===== src/rtl/instr_encoder_if.sv =====
// Field-in / instruction-word-out bundle for instr_encoder; master is the program generator side.
interface instr_encoder_if #(
  parameter int ADDR_W = 16
);
  logic              in_valid;
  logic              in_ready;
  logic [3:0]        in_kind;
  logic [2:0]        in_f3;
  logic              in_alt;
  logic [4:0]        in_rd;
  logic [4:0]        in_rs1;
  logic [4:0]        in_rs2;
  logic [31:0]       in_imm;
  logic              addr_load;
  logic [ADDR_W-1:0] addr_base;
  logic              out_valid;
  logic              out_ready;
  logic [31:0]       out_instr;
  logic [ADDR_W-1:0] out_addr;
  logic              out_err;
  logic              err_flag;
  logic              err_clr;

  modport master (
    output in_valid, in_kind, in_f3, in_alt, in_rd, in_rs1, in_rs2, in_imm,
    output addr_load, addr_base, out_ready, err_clr,
    input  in_ready, out_valid, out_instr, out_addr, out_err, err_flag
  );

  modport slave (
    input  in_valid, in_kind, in_f3, in_alt, in_rd, in_rs1, in_rs2, in_imm,
    input  addr_load, addr_base, out_ready, err_clr,
    output in_ready, out_valid, out_instr, out_addr, out_err, err_flag
  );
endinterface


===== src/rtl/instr_encoder.sv =====
// Packs decoded fields into RV32I words with byte addresses; 2-stage valid/ready pipe, 1 beat/clk,
// out_* held while stalled. ENC_DROP_ILLEGAL_EN: discard illegal beats instead of emitting a NOP.
module instr_encoder #(
  parameter int ADDR_W = 16
) (
  input logic            clk,
  input logic            rst_n,
  instr_encoder_if.slave bus
);
  localparam logic [6:0] OP_LOAD   = 7'b0000011;
  localparam logic [6:0] OP_OPIMM  = 7'b0010011;
  localparam logic [6:0] OP_AUIPC  = 7'b0010111;
  localparam logic [6:0] OP_STORE  = 7'b0100011;
  localparam logic [6:0] OP_OP     = 7'b0110011;
  localparam logic [6:0] OP_LUI    = 7'b0110111;
  localparam logic [6:0] OP_BRANCH = 7'b1100011;
  localparam logic [6:0] OP_JALR   = 7'b1100111;
  localparam logic [6:0] OP_JAL    = 7'b1101111;
  localparam logic [31:0] NOP      = 32'h0000_0013;

  localparam logic [3:0] K_LOAD   = 4'd0;
  localparam logic [3:0] K_OPIMM  = 4'd1;
  localparam logic [3:0] K_AUIPC  = 4'd2;
  localparam logic [3:0] K_STORE  = 4'd3;
  localparam logic [3:0] K_OP     = 4'd4;
  localparam logic [3:0] K_LUI    = 4'd5;
  localparam logic [3:0] K_BRANCH = 4'd6;
  localparam logic [3:0] K_JALR   = 4'd7;
  localparam logic [3:0] K_JAL    = 4'd8;

`ifdef ENC_DROP_ILLEGAL_EN
  localparam bit DROP_ILLEGAL = 1'b1;
`else
  localparam bit DROP_ILLEGAL = 1'b0;
`endif

  typedef struct packed {
    logic [3:0]  kind;
    logic [2:0]  f3;
    logic        alt;
    logic [4:0]  rd;
    logic [4:0]  rs1;
    logic [4:0]  rs2;
    logic [31:0] imm;
  } beat_t;

  beat_t             s1_q, s1_d;
  logic              s1_v_q, s1_v_d;
  logic              s2_v_q, s2_v_d;
  logic [31:0]       instr_q, instr_d;
  logic [ADDR_W-1:0] oaddr_q, oaddr_d;
  logic [ADDR_W-1:0] cnt_q, cnt_d;
  logic              err_q, err_d;
  logic              errf_q, errf_d;

  logic              s1_move;
  logic              s2_take;
  logic              in_fire;
  logic [31:0]       enc;
  logic              illegal;
  logic              i_ok, b_ok, j_ok, is_shift;
  logic [ADDR_W-1:0] base_al;
  logic [ADDR_W-1:0] beat_addr;

  assign s1_move      = s1_v_q & (~s2_v_q | bus.out_ready);
  assign bus.in_ready = ~s1_v_q | s1_move;
  assign in_fire      = bus.in_valid & bus.in_ready;
  assign s2_take      = s1_move & ~(DROP_ILLEGAL & illegal);

  assign base_al   = {bus.addr_base[ADDR_W-1:2], 2'b00};
  assign beat_addr = bus.addr_load ? base_al : cnt_q;

  // Range checks: sign-extension bits must all agree with the top bit of the field.
  assign i_ok     = (&s1_q.imm[31:11]) | ~(|s1_q.imm[31:11]);
  assign b_ok     = ((&s1_q.imm[31:12]) | ~(|s1_q.imm[31:12])) & ~s1_q.imm[0];
  assign j_ok     = ((&s1_q.imm[31:20]) | ~(|s1_q.imm[31:20])) & ~s1_q.imm[0];
  assign is_shift = (s1_q.f3 == 3'b001) | (s1_q.f3 == 3'b101);

  always_comb begin
    enc     = '0;
    illegal = 1'b0;
    case (s1_q.kind)
      K_LOAD: begin
        enc     = {s1_q.imm[11:0], s1_q.rs1, s1_q.f3, s1_q.rd, OP_LOAD};
        illegal = ~i_ok | (s1_q.f3 == 3'b011) | (s1_q.f3[2:1] == 2'b11);
      end
      K_OPIMM: begin
        if (is_shift) begin
          enc     = {1'b0, s1_q.alt, 5'b00000, s1_q.imm[4:0], s1_q.rs1, s1_q.f3, s1_q.rd, OP_OPIMM};
          illegal = (|s1_q.imm[31:5]) | (s1_q.alt & ~s1_q.f3[2]);
        end else begin
          enc     = {s1_q.imm[11:0], s1_q.rs1, s1_q.f3, s1_q.rd, OP_OPIMM};
          illegal = ~i_ok | s1_q.alt;
        end
      end
      K_AUIPC: begin
        enc     = {s1_q.imm[31:12], s1_q.rd, OP_AUIPC};
        illegal = |s1_q.imm[11:0];
      end
      K_STORE: begin
        enc     = {s1_q.imm[11:5], s1_q.rs2, s1_q.rs1, s1_q.f3, s1_q.imm[4:0], OP_STORE};
        illegal = ~i_ok | (s1_q.f3 > 3'b010);
      end
      K_OP: begin
        enc     = {1'b0, s1_q.alt, 5'b00000, s1_q.rs2, s1_q.rs1, s1_q.f3, s1_q.rd, OP_OP};
        illegal = s1_q.alt & ~((s1_q.f3 == 3'b000) | (s1_q.f3 == 3'b101));
      end
      K_LUI: begin
        enc     = {s1_q.imm[31:12], s1_q.rd, OP_LUI};
        illegal = |s1_q.imm[11:0];
      end
      K_BRANCH: begin
        enc     = {s1_q.imm[12], s1_q.imm[10:5], s1_q.rs2, s1_q.rs1, s1_q.f3,
                   s1_q.imm[4:1], s1_q.imm[11], OP_BRANCH};
        illegal = ~b_ok | (s1_q.f3[2:1] == 2'b01);
      end
      K_JALR: begin
        enc     = {s1_q.imm[11:0], s1_q.rs1, s1_q.f3, s1_q.rd, OP_JALR};
        illegal = ~i_ok | (|s1_q.f3);
      end
      K_JAL: begin
        enc     = {s1_q.imm[20], s1_q.imm[10:1], s1_q.imm[11], s1_q.imm[19:12], s1_q.rd, OP_JAL};
        illegal = ~j_ok;
      end
      default: begin
        enc     = '0;
        illegal = 1'b1;
      end
    endcase
  end

  always_comb begin
    s1_v_d  = s1_v_q;
    s1_d    = s1_q;
    s2_v_d  = s2_v_q;
    instr_d = instr_q;
    oaddr_d = oaddr_q;
    err_d   = err_q;
    cnt_d   = cnt_q;
    errf_d  = errf_q;

    if (in_fire) begin
      s1_v_d = 1'b1;
      s1_d   = '{kind: bus.in_kind, f3: bus.in_f3, alt: bus.in_alt, rd: bus.in_rd,
                 rs1: bus.in_rs1, rs2: bus.in_rs2, imm: bus.in_imm};
    end else if (s1_move) begin
      s1_v_d = 1'b0;
    end

    // A dropped beat still leaves S1, so S2 drains as if nothing arrived.
    if (s2_take) begin
      s2_v_d  = 1'b1;
      instr_d = illegal ? NOP : enc;
      oaddr_d = beat_addr;
      err_d   = illegal;
      cnt_d   = beat_addr + ADDR_W'(4);
    end else begin
      if (bus.out_ready) s2_v_d = 1'b0;
      if (bus.addr_load) cnt_d = base_al;
    end

    if (s1_move & illegal) errf_d = 1'b1;
    else if (bus.err_clr)  errf_d = 1'b0;
  end

  always_ff @(posedge clk or negedge rst_n) begin
    if (!rst_n) begin
      s1_v_q  <= 1'b0;
      s1_q    <= '0;
      s2_v_q  <= 1'b0;
      instr_q <= '0;
      oaddr_q <= '0;
      err_q   <= 1'b0;
      cnt_q   <= '0;
      errf_q  <= 1'b0;
    end else begin
      s1_v_q  <= s1_v_d;
      s1_q    <= s1_d;
      s2_v_q  <= s2_v_d;
      instr_q <= instr_d;
      oaddr_q <= oaddr_d;
      err_q   <= err_d;
      cnt_q   <= cnt_d;
      errf_q  <= errf_d;
    end
  end

  assign bus.out_valid = s2_v_q;
  assign bus.out_instr = instr_q;
  assign bus.out_addr  = oaddr_q;
  assign bus.out_err   = err_q & ~DROP_ILLEGAL;
  assign bus.err_flag  = errf_q;

endmodule


===== src/flat_wrapper.sv =====
// flat-port wrapper written by rule: the top's interface ports become plain ports
module instr_encoder_flat 
#(
  parameter int ADDR_W = 16
)
  (clk, rst_n, bus_in_valid, bus_in_kind, bus_in_f3, bus_in_alt, bus_in_rd, bus_in_rs1, bus_in_rs2, bus_in_imm, bus_addr_load, bus_addr_base, bus_out_ready, bus_err_clr, bus_in_ready, bus_out_valid, bus_out_instr, bus_out_addr, bus_out_err, bus_err_flag);
  instr_encoder_if #(.ADDR_W(ADDR_W)) bus_i ();
  input logic clk;
  input logic rst_n;
  input wire logic [$bits(bus_i.in_valid)-1:0] bus_in_valid;
  input wire logic [$bits(bus_i.in_kind)-1:0] bus_in_kind;
  input wire logic [$bits(bus_i.in_f3)-1:0] bus_in_f3;
  input wire logic [$bits(bus_i.in_alt)-1:0] bus_in_alt;
  input wire logic [$bits(bus_i.in_rd)-1:0] bus_in_rd;
  input wire logic [$bits(bus_i.in_rs1)-1:0] bus_in_rs1;
  input wire logic [$bits(bus_i.in_rs2)-1:0] bus_in_rs2;
  input wire logic [$bits(bus_i.in_imm)-1:0] bus_in_imm;
  input wire logic [$bits(bus_i.addr_load)-1:0] bus_addr_load;
  input wire logic [$bits(bus_i.addr_base)-1:0] bus_addr_base;
  input wire logic [$bits(bus_i.out_ready)-1:0] bus_out_ready;
  input wire logic [$bits(bus_i.err_clr)-1:0] bus_err_clr;
  output wire logic [$bits(bus_i.in_ready)-1:0] bus_in_ready;
  output wire logic [$bits(bus_i.out_valid)-1:0] bus_out_valid;
  output wire logic [$bits(bus_i.out_instr)-1:0] bus_out_instr;
  output wire logic [$bits(bus_i.out_addr)-1:0] bus_out_addr;
  output wire logic [$bits(bus_i.out_err)-1:0] bus_out_err;
  output wire logic [$bits(bus_i.err_flag)-1:0] bus_err_flag;
  assign bus_i.in_valid = bus_in_valid;
  assign bus_i.in_kind = bus_in_kind;
  assign bus_i.in_f3 = bus_in_f3;
  assign bus_i.in_alt = bus_in_alt;
  assign bus_i.in_rd = bus_in_rd;
  assign bus_i.in_rs1 = bus_in_rs1;
  assign bus_i.in_rs2 = bus_in_rs2;
  assign bus_i.in_imm = bus_in_imm;
  assign bus_i.addr_load = bus_addr_load;
  assign bus_i.addr_base = bus_addr_base;
  assign bus_i.out_ready = bus_out_ready;
  assign bus_i.err_clr = bus_err_clr;
  assign bus_in_ready = bus_i.in_ready;
  assign bus_out_valid = bus_i.out_valid;
  assign bus_out_instr = bus_i.out_instr;
  assign bus_out_addr = bus_i.out_addr;
  assign bus_out_err = bus_i.out_err;
  assign bus_err_flag = bus_i.err_flag;
  instr_encoder #(.ADDR_W(ADDR_W)) u_core (.clk(clk), .rst_n(rst_n), .bus(bus_i));
endmodule

===== config.mk =====
export PLATFORM = sky130hd
export DESIGN_NAME = instr_encoder_flat
export DESIGN_NICKNAME = d
export VERILOG_FILES = /design/src/rtl/instr_encoder_if.sv /design/src/rtl/instr_encoder.sv /design/src/flat_wrapper.sv
export SDC_FILE = /design/constraint.sdc
export NUM_CORES = 1
export LEC_CHECK = 0
export CORE_MARGIN = 4
export CORE_UTILIZATION = 47
export CTS_CLUSTER_DIAMETER = 50
export CTS_CLUSTER_SIZE = 24
export DETAILED_ROUTE_END_ITERATION = 12
export GPL_ROUTABILITY_DRIVEN = 0
export PLACE_DENSITY = 0.78
export SYNTH_ARGS = -nofsm -noshare
export SYNTH_HDL_FRONTEND = slang
export SYNTH_SLANG_ARGS = --single-unit
export TNS_END_PERCENT = 20

===== constraint.sdc =====
create_clock -name clk -period 2.1 [get_ports clk]
set_input_delay 0.42 -clock clk [delete_from_list [all_inputs] [get_ports clk]]
set_output_delay 0.42 -clock clk [all_outputs]
set_load 0.01 [all_outputs]

==> run metrics <==
Worst Path Required 2.39 ns; layout cell share with drive strength beyond 1 between 20 and 30%; xor/xnor share of the synthesized area approximately 2.3%; clock latency on the worst-skew pair between 0.4 and 0.5 ns; core area between 0.01 and 0.015 mm²; M3 GR Usage roughly 5.7%; failing checks negative setup slack; Placed Area 0.00834 mm²; Slew @ Worst Pin 0.687 ns; die outline width between 100 and 150 µm; Max-Cap Viols 0; setup_tns -0.0137 ns; area of the multi-input gates 0.00309 mm²; Post-Syn Area between 0.006 and 0.007 mm²; Worst-path clk slew roughly 0.050 ns; period utilization 101%; Cells after Synth roughly 600; combinational share of power between 30 and 40%; top cell types by occurrence after synthesis dfrtp_1 (122), nand2_1 (65), mux2_2 (58); vias in the first global route between 5k and 6k; crit path DAT approximately 2.4 ns; mux contribution to synthesized area about an eighth; Net Switching ~0.0025 W; Sequential Power Share 35.7%; Primary FF master, synth dfrtp_1; startpoint types flip-flop; fmax around 470 MHz; simple-gate share of the synthesized area 11.9%; Power Total approximately 0.0084 W; antenna violations before repair 0; Yosys cell types 62; first-pass GRT wire length 28400 µm; CTS Buffer Depth 2; outcome finished with violations; router iterations before antenna repair 5; Worst Setup Path Type flip-flop to flip-flop; clock sinks around 120; main combinational cell family by area after synthesis compound AO/OA/AOI/OAI gates; crit end category flip-flop; DR WL/cell ~18 µm; Seq/Total Area, Yosys about 48%; slew margin rel. 54.1%; Setup WS post-layout -0.0137 ns; pwr/cell area 934 mW/mm²; largest net degree at the start of global routing 123; Final nets roughly 860; #FFs+latches synth 122; cts hold-fix bufs 0; Routed Antenna Nets 0; Clk pwr share about 34%; top cells by area, synth dfrtp_1 (48%), mux2_2 (10%), o31ai_2 (4.1%), nand2_1 (3.8%), a21oi_1 (3.4%); adder-cell share of the synthesized area less than 1%; DRC violations left 0; synth warn 0; Slew Viols, Final 0; CTS Buf Count 17; Reg area between 0.003 and 0.004 mm²; Iter 0 DRT Violations 639; via count ~5.5k; Post-synth EDFFs 0; n_diodes 0; Net Sw Frac between 20% and 30%; global routing usage on met2 a little under two fifths; top-count cell post-synth dfrtp_1; post-synth top area share between 40% and 50%; Detailed Route WL between 15000 and 20000 µm; Die H ~120 µm; Pleak around 3.8 nW; final setup fails 1; Syn-to-layout area delta 41.0%; P_int between 0.005 and 0.006 W; final instance area roughly 0.009 mm²; DP Wirelength 12900 µm; clk_skew just over 0.005 ns; GR peak layer met2; post-layout min period between 2 and 2.5 ns; CTS Root Cell clkbuf_16; R2R Setup Slk -0.01 ns; VDD IR max around 0.00048 V; die area 0.0155 mm²; Syn Area/Cell 10.9 µm²; Initial Util between 40 and 50%; asr flop ratio synth 100%; RSZ-0062 raised after global routing yes; GR Util met1 between 20 and 30%; Synth Area in Compound Gates between 10% and 20%; crit path max fanout 20; leading area contributor after synthesis dfrtp_1; io pins about 130; Post-Syn Nets roughly 670; Hold Vio Cnt, Final 0; fillers 1003; Congestion Overflow GR 0; CTS tree yes; Total Routing Usage GR roughly 23%; input/output buffers 126; htree depth 4; vias per cell approximately 5.7; Worst Hold Class input port to async pin; row cnt between 40 and 50
==> metrics by stage <==
| step | utilization (%) | setup WS (ns) | hold slack, ns | instances |
|---|---|---|---|---|
| floorplan | - | 0.0771 | 0.124 | 588 |
| global placement | 62.8 | -0.338 | 0.457 | 934 |
| detailed placement | 62.8 | -0.423 | 0.465 | 934 |
| CTS | 67.3 | 0.00239 | 0.131 | 967 |
| global route | 67.8 | -0.0450 | 0.159 | 970 |
| finish | 67.8 | -0.0137 | 0.106 | 970 |
==> kinds of logic (layout without fill, tap and decap cells) <==
group	Yosys count	in the layout
compound gates	170	170
xor+xnor	17	17
fa+ha+maj	2	2
buf+inv	49	255
flops	122	122
mux	77	77
simple gates	151	151
==> critical path, cell delays in order, from the launching register on <==
cell and delay [ns]:
dfrtp_1 0.47, nand4_1 0.20, or2_2 0.34, o21a_1 0.20
nor3_2 0.24, o211ai_4 0.12, buf_12 0.18, mux2_4 0.26
==> layer usage <==
layer / vias up / share of wire (%)
li1: 2561 / -
met1: 2659 / 42
met2: 248 / 49
met3: 41 / 6.2
met4: 0 / 2.7
met5: - / 0
==> power by group through the flow <==
| stage | sequential, W | clock (W) | combinational [W] |
|---|---|---|---|
| final | 0.00301 | 0.00287 | 0.00254 |
| after global routing | 0.00305 | 0.00305 | 0.00273 |
| after CTS | 0.00300 | 0.00294 | 0.00250 |
| after detailed placement | 0.00304 | 0 | 0.00248 |
| after global placement | 0.00301 | 0 | 0.00239 |
| after floorplan | 0.00306 | 0 | 0.00126 |
==> path summary, 6_finish.rpt <==
check,depth (start not counted),endpoint,start
max,7,u_core.bus.out_err,u_core.s1_q[23]
min,2,u_core.cnt_q[0],rst_n
min in group clk,2,u_core.bus.out_instr[3],u_core.bus.out_instr[3]
max reg2reg,7,u_core.bus.out_err,u_core.s1_q[23]
max in group asynchronous,2,u_core.s1_q[52],rst_n
min reg2reg,2,u_core.bus.out_instr[3],u_core.bus.out_instr[3]
==> placed cells by master, fill, tap and decap left out, types with 19 or more instances in the layout <==
master           instances
mux2_2                  57
o31ai_2                 21
a21oi_1                 42
clkdlybuf4s50_1        124
buf_4                   83
a22oi_1                 22
o21ai_0                 36
nand2_1                 63
dfrtp_1                119
mux2i_1                 19
==> area by class of cell <==
class                   count  share of cell area, %
multi-input cells         417                   34.2
clock buffers              24                   5.56
flip-flops and latches    122                   33.9
clock inverters             8                  0.999
repair buffers            217                   22.6
inverters                   6                  0.250
well taps                 176                   2.44
==> timing repair <==
| item | CTS | global route |
|---|---|---|
| endpoints found under the setup margin | 14 | 32 |
| pin swaps | 0 | 5 |
| setup buffers | 1 | 3 |
| gates resized for setup | 4 | 12 |
==> flip-flops by register name, summed over array words and instances, names as in the netlist <==
register              count
u_core.bus.out_err        1
u_core.bus.out_instr     31
u_core.bus.out_valid      1
u_core.cnt_q             16
u_core.s1_q              55
u_core.bus.out_addr      16
u_core.bus.err_flag       1
u_core.s1_v_q             1
(Power assumes the default switching activity.)
